File: src/rtl/sdram_arbiter.sv
// Two-port SDRAM command arbiter with in-order read-tag routing (mclk domain).
// Define SDRAM_ARB_PRIO_EN for fixed priority (port 0 always wins); default is round-robin.
module sdram_arbiter #(
  parameter int unsigned ADDR_W    = 24,
  parameter int unsigned DATA_W    = 16,
  parameter int unsigned TAG_DEPTH = 8
) (
  input  logic              clk,
  input  logic              rst,
  input  logic [ADDR_W-1:0] rq0_addr,
  input  logic [DATA_W-1:0] rq0_wdata,
  input  logic              rq0_we,
  input  logic              rq0_re,
  output logic              rq0_gnt,
  output logic [DATA_W-1:0] rq0_rdata,
  output logic              rq0_rvalid,
  input  logic [ADDR_W-1:0] rq1_addr,
  input  logic [DATA_W-1:0] rq1_wdata,
  input  logic              rq1_we,
  input  logic              rq1_re,
  output logic              rq1_gnt,
  output logic [DATA_W-1:0] rq1_rdata,
  output logic              rq1_rvalid,
  output logic [ADDR_W-1:0] ram_addr,
  output logic [DATA_W-1:0] ram_wr_data,
  output logic              ram_wr_en,
  output logic              ram_rd_en,
  input  logic              ram_busy,
  input  logic              ram_rd_ready,
  input  logic [DATA_W-1:0] ram_rd_data,
  output logic              ram_rd_ack,
  output logic              err
);

  localparam int unsigned AW = $clog2(TAG_DEPTH);
  localparam int unsigned PW = AW + 1;

  typedef enum logic {IDLE, ISSUE}    issue_state_t;
  typedef enum logic {R_IDLE, R_WAIT} ret_state_t;

  issue_state_t st_q, st_d;
  ret_state_t   rs_q, rs_d;

  logic [PW-1:0] wr_ptr, rd_ptr;
  logic          tag_mem [TAG_DEPTH];
  logic          tag_full, tag_empty, tag_push, tag_pop, head_tag;

  logic elig0, elig1, take, pick1;
  logic op_wr, op_port;

  assign tag_empty = (wr_ptr == rd_ptr);
  assign tag_full  = (wr_ptr[PW-1] != rd_ptr[PW-1]) && (wr_ptr[AW-1:0] == rd_ptr[AW-1:0]);
  assign head_tag  = tag_mem[rd_ptr[AW-1:0]];

  // A write wins over a simultaneous read; reads wait while no tag slot is free.
  assign elig0 = rq0_we | (rq0_re & ~tag_full);
  assign elig1 = rq1_we | (rq1_re & ~tag_full);

`ifndef SDRAM_ARB_PRIO_EN
  logic rr_last;

  always_ff @(posedge clk or posedge rst) begin
    if (rst)       rr_last <= 1'b1;
    else if (take) rr_last <= pick1;
  end
`endif

  always_comb begin
    st_d    = st_q;
    take    = 1'b0;
    pick1   = 1'b0;
    rq0_gnt = 1'b0;
    rq1_gnt = 1'b0;
    case (st_q)
      IDLE: begin
        if (!ram_busy && (elig0 || elig1)) begin
          take = 1'b1;
`ifdef SDRAM_ARB_PRIO_EN
          pick1 = ~elig0;
`else
          pick1 = elig1 & (~elig0 | ~rr_last);
`endif
          rq0_gnt = ~pick1;
          rq1_gnt = pick1;
          st_d    = ISSUE;
        end
      end
      ISSUE:   st_d = IDLE;
      default: st_d = IDLE;
    endcase
  end

  always_ff @(posedge clk or posedge rst) begin
    if (rst) begin
      st_q        <= IDLE;
      op_wr       <= 1'b0;
      op_port     <= 1'b0;
      ram_addr    <= '0;
      ram_wr_data <= '0;
    end else begin
      st_q <= st_d;
      if (take) begin
        op_port     <= pick1;
        op_wr       <= pick1 ? rq1_we    : rq0_we;
        ram_addr    <= pick1 ? rq1_addr  : rq0_addr;
        ram_wr_data <= pick1 ? rq1_wdata : rq0_wdata;
      end
    end
  end

  assign ram_wr_en = (st_q == ISSUE) &  op_wr;
  assign ram_rd_en = (st_q == ISSUE) & ~op_wr;
  assign tag_push  = ram_rd_en;

  always_ff @(posedge clk) begin
    if (tag_push) tag_mem[wr_ptr[AW-1:0]] <= op_port;
  end

  always_comb begin
    rs_d       = rs_q;
    ram_rd_ack = 1'b0;
    case (rs_q)
      R_IDLE: begin
        if (ram_rd_ready) begin
          ram_rd_ack = 1'b1;
          rs_d       = R_WAIT;
        end
      end
      R_WAIT:  rs_d = R_IDLE;
      default: rs_d = R_IDLE;
    endcase
  end

  assign tag_pop = ram_rd_ack & ~tag_empty;

  // Push and pop may coincide; each pointer advances independently.
  always_ff @(posedge clk or posedge rst) begin
    if (rst) begin
      rs_q       <= R_IDLE;
      wr_ptr     <= '0;
      rd_ptr     <= '0;
      rq0_rdata  <= '0;
      rq1_rdata  <= '0;
      rq0_rvalid <= 1'b0;
      rq1_rvalid <= 1'b0;
      err        <= 1'b0;
    end else begin
      rs_q       <= rs_d;
      rq0_rvalid <= tag_pop & ~head_tag;
      rq1_rvalid <= tag_pop &  head_tag;
      if (tag_push) wr_ptr <= wr_ptr + PW'(1);
      if (tag_pop) begin
        rd_ptr <= rd_ptr + PW'(1);
        if (head_tag) rq1_rdata <= ram_rd_data;
        else          rq0_rdata <= ram_rd_data;
      end
      if (ram_rd_ack && tag_empty) err <= 1'b1;
    end
  end

endmodule

File: config.mk
export PLATFORM = sky130hd
export DESIGN_NAME = sdram_arbiter
export DESIGN_NICKNAME = d
export VERILOG_FILES = /design/src/rtl/sdram_arbiter.sv
export SDC_FILE = /design/constraint.sdc
export NUM_CORES = 1
export LEC_CHECK = 0
export CELL_PAD_IN_SITES_DETAIL_PLACEMENT = 0
export CELL_PAD_IN_SITES_GLOBAL_PLACEMENT = 2
export CORE_ASPECT_RATIO = 1.5
export CORE_MARGIN = 5
export CORE_UTILIZATION = 26
export CTS_CLUSTER_DIAMETER = 120
export DETAILED_ROUTE_END_ITERATION = 8
export PLACE_DENSITY = 0.81
export SLEW_MARGIN = 20
export SYNTH_ARGS = -nofsm -noshare
export SYNTH_HDL_FRONTEND = slang
export SYNTH_SLANG_ARGS = --single-unit
File: constraint.sdc
create_clock -name clk -period 3.4 [get_ports clk]
set_clock_uncertainty 0.2 [all_clocks]
set_input_delay 0.68 -clock clk [delete_from_list [all_inputs] [get_ports clk]]
set_output_delay 0.68 -clock clk [all_outputs]
set_load 0.005 [all_outputs]
==> results of run 1 <==
## what timing repair did
action,CTS,global route
endpoints found under the setup margin,0,2
gates resized for setup,0,1
hold buffers,0,0
## metrics by stage
| step | setup WS [ns] | utilization (%) | hold slack, ns | power (W) | instance area [um2] |
|---|---|---|---|---|---|
| after floorplan | 0.243 | - | 0.251 | 0.00305 | 4080 |
| after global placement | 0.0498 | 39.6 | 0.250 | 0.00428 | 6170 |
| after detailed placement | 0.0295 | 39.6 | 0.256 | 0.00433 | 6170 |
| after CTS | 0.0275 | 41.6 | 0.269 | 0.00541 | 6480 |
| after global routing | 0.0252 | 41.6 | 0.301 | 0.00567 | 6480 |
| final | 0.131 | 41.6 | 0.265 | 0.00530 | 6480 |
## metal layers
metal | up-vias | wire, um | global-route usage (%)
met5 | - | 0 | 0
met4 | 0 | 151 | 3.77
met3 | 10 | 894 | 4.37
met2 | 121 | 6140 | 23.0
met1 | 1515 | 4060 | 12.8
li1 | 1518 | - | -
## logic make-up after synthesis
logic type / after synthesis
simple gates: 60
mux: 38
buf+inv: 22
fa+ha+maj: 2
compound gates: 88
flops: 96
xor+xnor: 10
## where the power goes
part / internal [W] / switching (W) / total, W / leakage (nW)
clock network: 0.000587 / 0.000469 / 0.00106 / 0.154
registers: 0.00165 / 0.000319 / 0.00197 / 1.13
logic: 0.00143 / 0.000842 / 0.00227 / 1.42
## cells in the final DEF, fill, tap and decap left out, types with 2 or more instances in the layout
cell type / instances
nand2_1: 33
o22ai_1: 24
buf_4: 12
clkbuf_16: 9
inv_8: 2
a22o_1: 17
o21ai_0: 16
ha_1: 2
inv_1: 2
nor2_1: 9
nand2b_1: 3
clkdlybuf4s50_1: 183
mux2_2: 32
mux4_2: 2
edfxtp_1: 8
xor2_1: 5
a21o_1: 20
xnor2_1: 5
nor3_1: 2
o21ai_1: 9
mux2i_4: 2
dfrtp_1: 87
nor2b_1: 3
clkinv_4: 2
## Yosys cell counts
library cell  number  area (um2)
a21boi_0           1        7.51
a21o_1            20         150
a22o_1            17         149
and2_1             1        6.26
and2b_1            1        7.51
buf_2              8        40.0
buf_4              6        45.0
buf_6              1        11.3
clkbuf_1           4        15.0
dfrtp_1           87        2180
dfstp_2            1        26.3
edfxtp_1           8         240
ha_1               2        25.0
inv_1              3        11.3
mux2_1             1        11.3
mux2_2            32         360
mux2i_1            1        10.0
mux2i_4            2        45.0
mux4_2             2        45.0
nand2_1           33         124
nand2_4            1        11.3
nand2b_1           3        18.8
nand2b_4           1        13.8
nand3b_1           1        7.51
nand4_1            1        6.26
nand4bb_4          1        27.5
nor2_1             9        33.8
nor2_2             1        6.26
nor2_4             1        11.3
nor2b_1            3        18.8
nor3_1             2        10.0
nor4b_2            1        15.0
o21ai_0           16        80.1
o21ai_1            9        45.0
o22ai_1           24         150
o311ai_4           1        26.3
xnor2_1            5        43.8
xor2_1             5        43.8
## critical path, stage by stage
cell and delay, ns:
clkdlybuf4s50_1 0.46, o21ai_0 0.22, nand3b_1 0.16, mux2i_4 0.27
clkdlybuf4s50_1 0.60
## cell type report
class	count	area share [%]
clock buffers	9	3.48
clock inverters	7	1.31
inverters	3	0.193
multi-input cells	198	23.4
flip-flops and latches	96	37.7
well taps	203	3.92
repair buffers	196	30.0
## sequential cells by signal (all words and copies together), names as in the netlist
signal / count
rq0_rdata: 16
op_wr: 1
ram_addr: 24
wr_ptr: 4
tag_mem: 8
rq1_rvalid: 1
rr_last: 1
rd_ptr: 4
st_q: 1
rq1_rdata: 16
rq0_rvalid: 1
rs_q: 1
err: 1
op_port: 1
ram_wr_data: 16
## worst max-delay path by stage
stage                      start               to  slack, ns  cells after the start
after global placement    rq1_we          rq1_gnt       0.05                      5
final                     rq0_we          rq1_gnt       0.13                      5
after detailed placement  rq1_we          rq1_gnt       0.03                      5
after CTS                 rq1_we          rq1_gnt       0.03                      5
after floorplan              rst  err$_DFFE_PP0P_       0.24                      1
after global routing      rq0_we          rq1_gnt       0.03                      5
==> summary.txt, run 1 <==
Synth
  – Synth warnings: 0
  – Post-synthesis adder-cell area fraction: 0.614%
  – Post-synthesis sequential area ratio: 59.9%
  – Mapped cell area: 4080 um2
  – Largest family of logic cells by synthesized area: compound AO/OA/AOI/OAI gates
  – Syn avg cell area: 12.9 um2
  – Synth cell types: 38
  – Synth Area in Simple Gates: 7.80%
  – Synth Area in XOR/XNOR: 2.15%
  – Mux cell area share after synthesis: 11.6%
  – #FFs+latches synth: 96
  – Mapped Cells: 316
  – Synth Area in Compound Gates: 14.9%
  – Syn Nets: 422

Setup path
  – Setup CP Type: primary input to output pin
  – FF-to-FF End: ram_wr_data[3]$_DFFE_PP0P_
  – CP max FO: 4
  – RR Startpoint: wr_ptr[1]$_DFFE_PP0P_
  – Critical Path RT: 2.52 ns
  – CP arrival: 2.39 ns
  – Reg2reg setup slack: 0.84 ns
  – Startpoint types: primary input
  – Worst R2R Path Depth: 6
  – Kind of end point of the critical path: output pin

STA
  – Final hold vios: 0
  – RSZ-0062 raised after global routing: false
  – Tcrit/Tclk final: 96.2%
  – Final TNS setup: 0 ns
  – Max-slew violations: 0
  – Worst-margin pin slew: 0.651 ns
  – Minimum clock period after layout: 3.27 ns
  – Relative slew slack: 56.6%
  – Final setup violation count: 0
  – Maximum clock frequency: 306 MHz

Placement
  – Post-DP HPWL: 8.60 mm
  – Placer congestion estimate: 0.733
  – DP Cell Count: 696
  – Port Buffers: 183

CTS
  – Clk Tree Root Cell: clkbuf_16
  – TritonCTS clock tree: done
  – Skew-Pair Late Insertion Delay: 0.34 ns
  – Inserted Clock Buffers: 9
  – CTS HTree Levels: 3
  – CTS sink cnt: 96
  – Bufs on Longest Clock Path: 2
  – CTS clock-pin slew for the worst setup and hold paths: 0.07 ns
  – Post-CTS repair timing setup buffer count: 0

Hold path
  – Hold Crit Class: flip-flop to flip-flop
  – Hold Path Sink: err$_DFFE_PP0P_
  – Hold_sp: err$_DFFE_PP0P_
  – Hold path cells: 1

Floorplan
  – Initial core utilization: 26.2%
  – Die area: 18300 um2
  – Core area: 15600 um2
  – Core Rows: 56
  – Die width: 112 um
  – Die height: 163 um
  – Top Ports: 184

Drt
  – TritonRoute pass-1 iters: 4
  – DRT Wirelength: 11.2 mm
  – Via/cell ratio: 4.44
  – WL/cell: 15.8 um
  – DRT iter0 DRCs: 70
  – Via count: 3164
  – Number of remaining DRC errors: 0
  – Final ANT Viol Nets: 0

Finish
  – Layout fillers: 1546
  – Area grow syn2layout: 58.9%
  – Final cell count without fillers: 712
  – Diodes inserted: 0
  – Area of the multi-input gates: 1510 um2
  – Share of cells above drive strength 1: 14.7%
  – Register Area: 2440 um2
  – Fin nets: 610

Global routing
  – First-pass GRT wire length: 17.9 mm
  – Largest net degree at the start of global routing: 69
  – Grt ovf: 0
  – Total GRT Usage: 12.3%
  – Vias in the first global route: 3500
  – Initial antenna violation count: 0

Pwr
  – Max IR drop VDD: 0.321 mV
  – Pwr dens: 818 nW/um2
  – Leakage: 2.70 nW

Status
  – Outcome: complete, no violations

Run
  – Max_cap viols: 0
Note: power is estimated with default switching activity, not from simulation.
==> run 2: changes to the inputs <==
Settings changed: CTS_CLUSTER_SIZE set to 25.
==> results of run 2 <==
No change in the layout: final DEF, timing and power equal those of run 1.
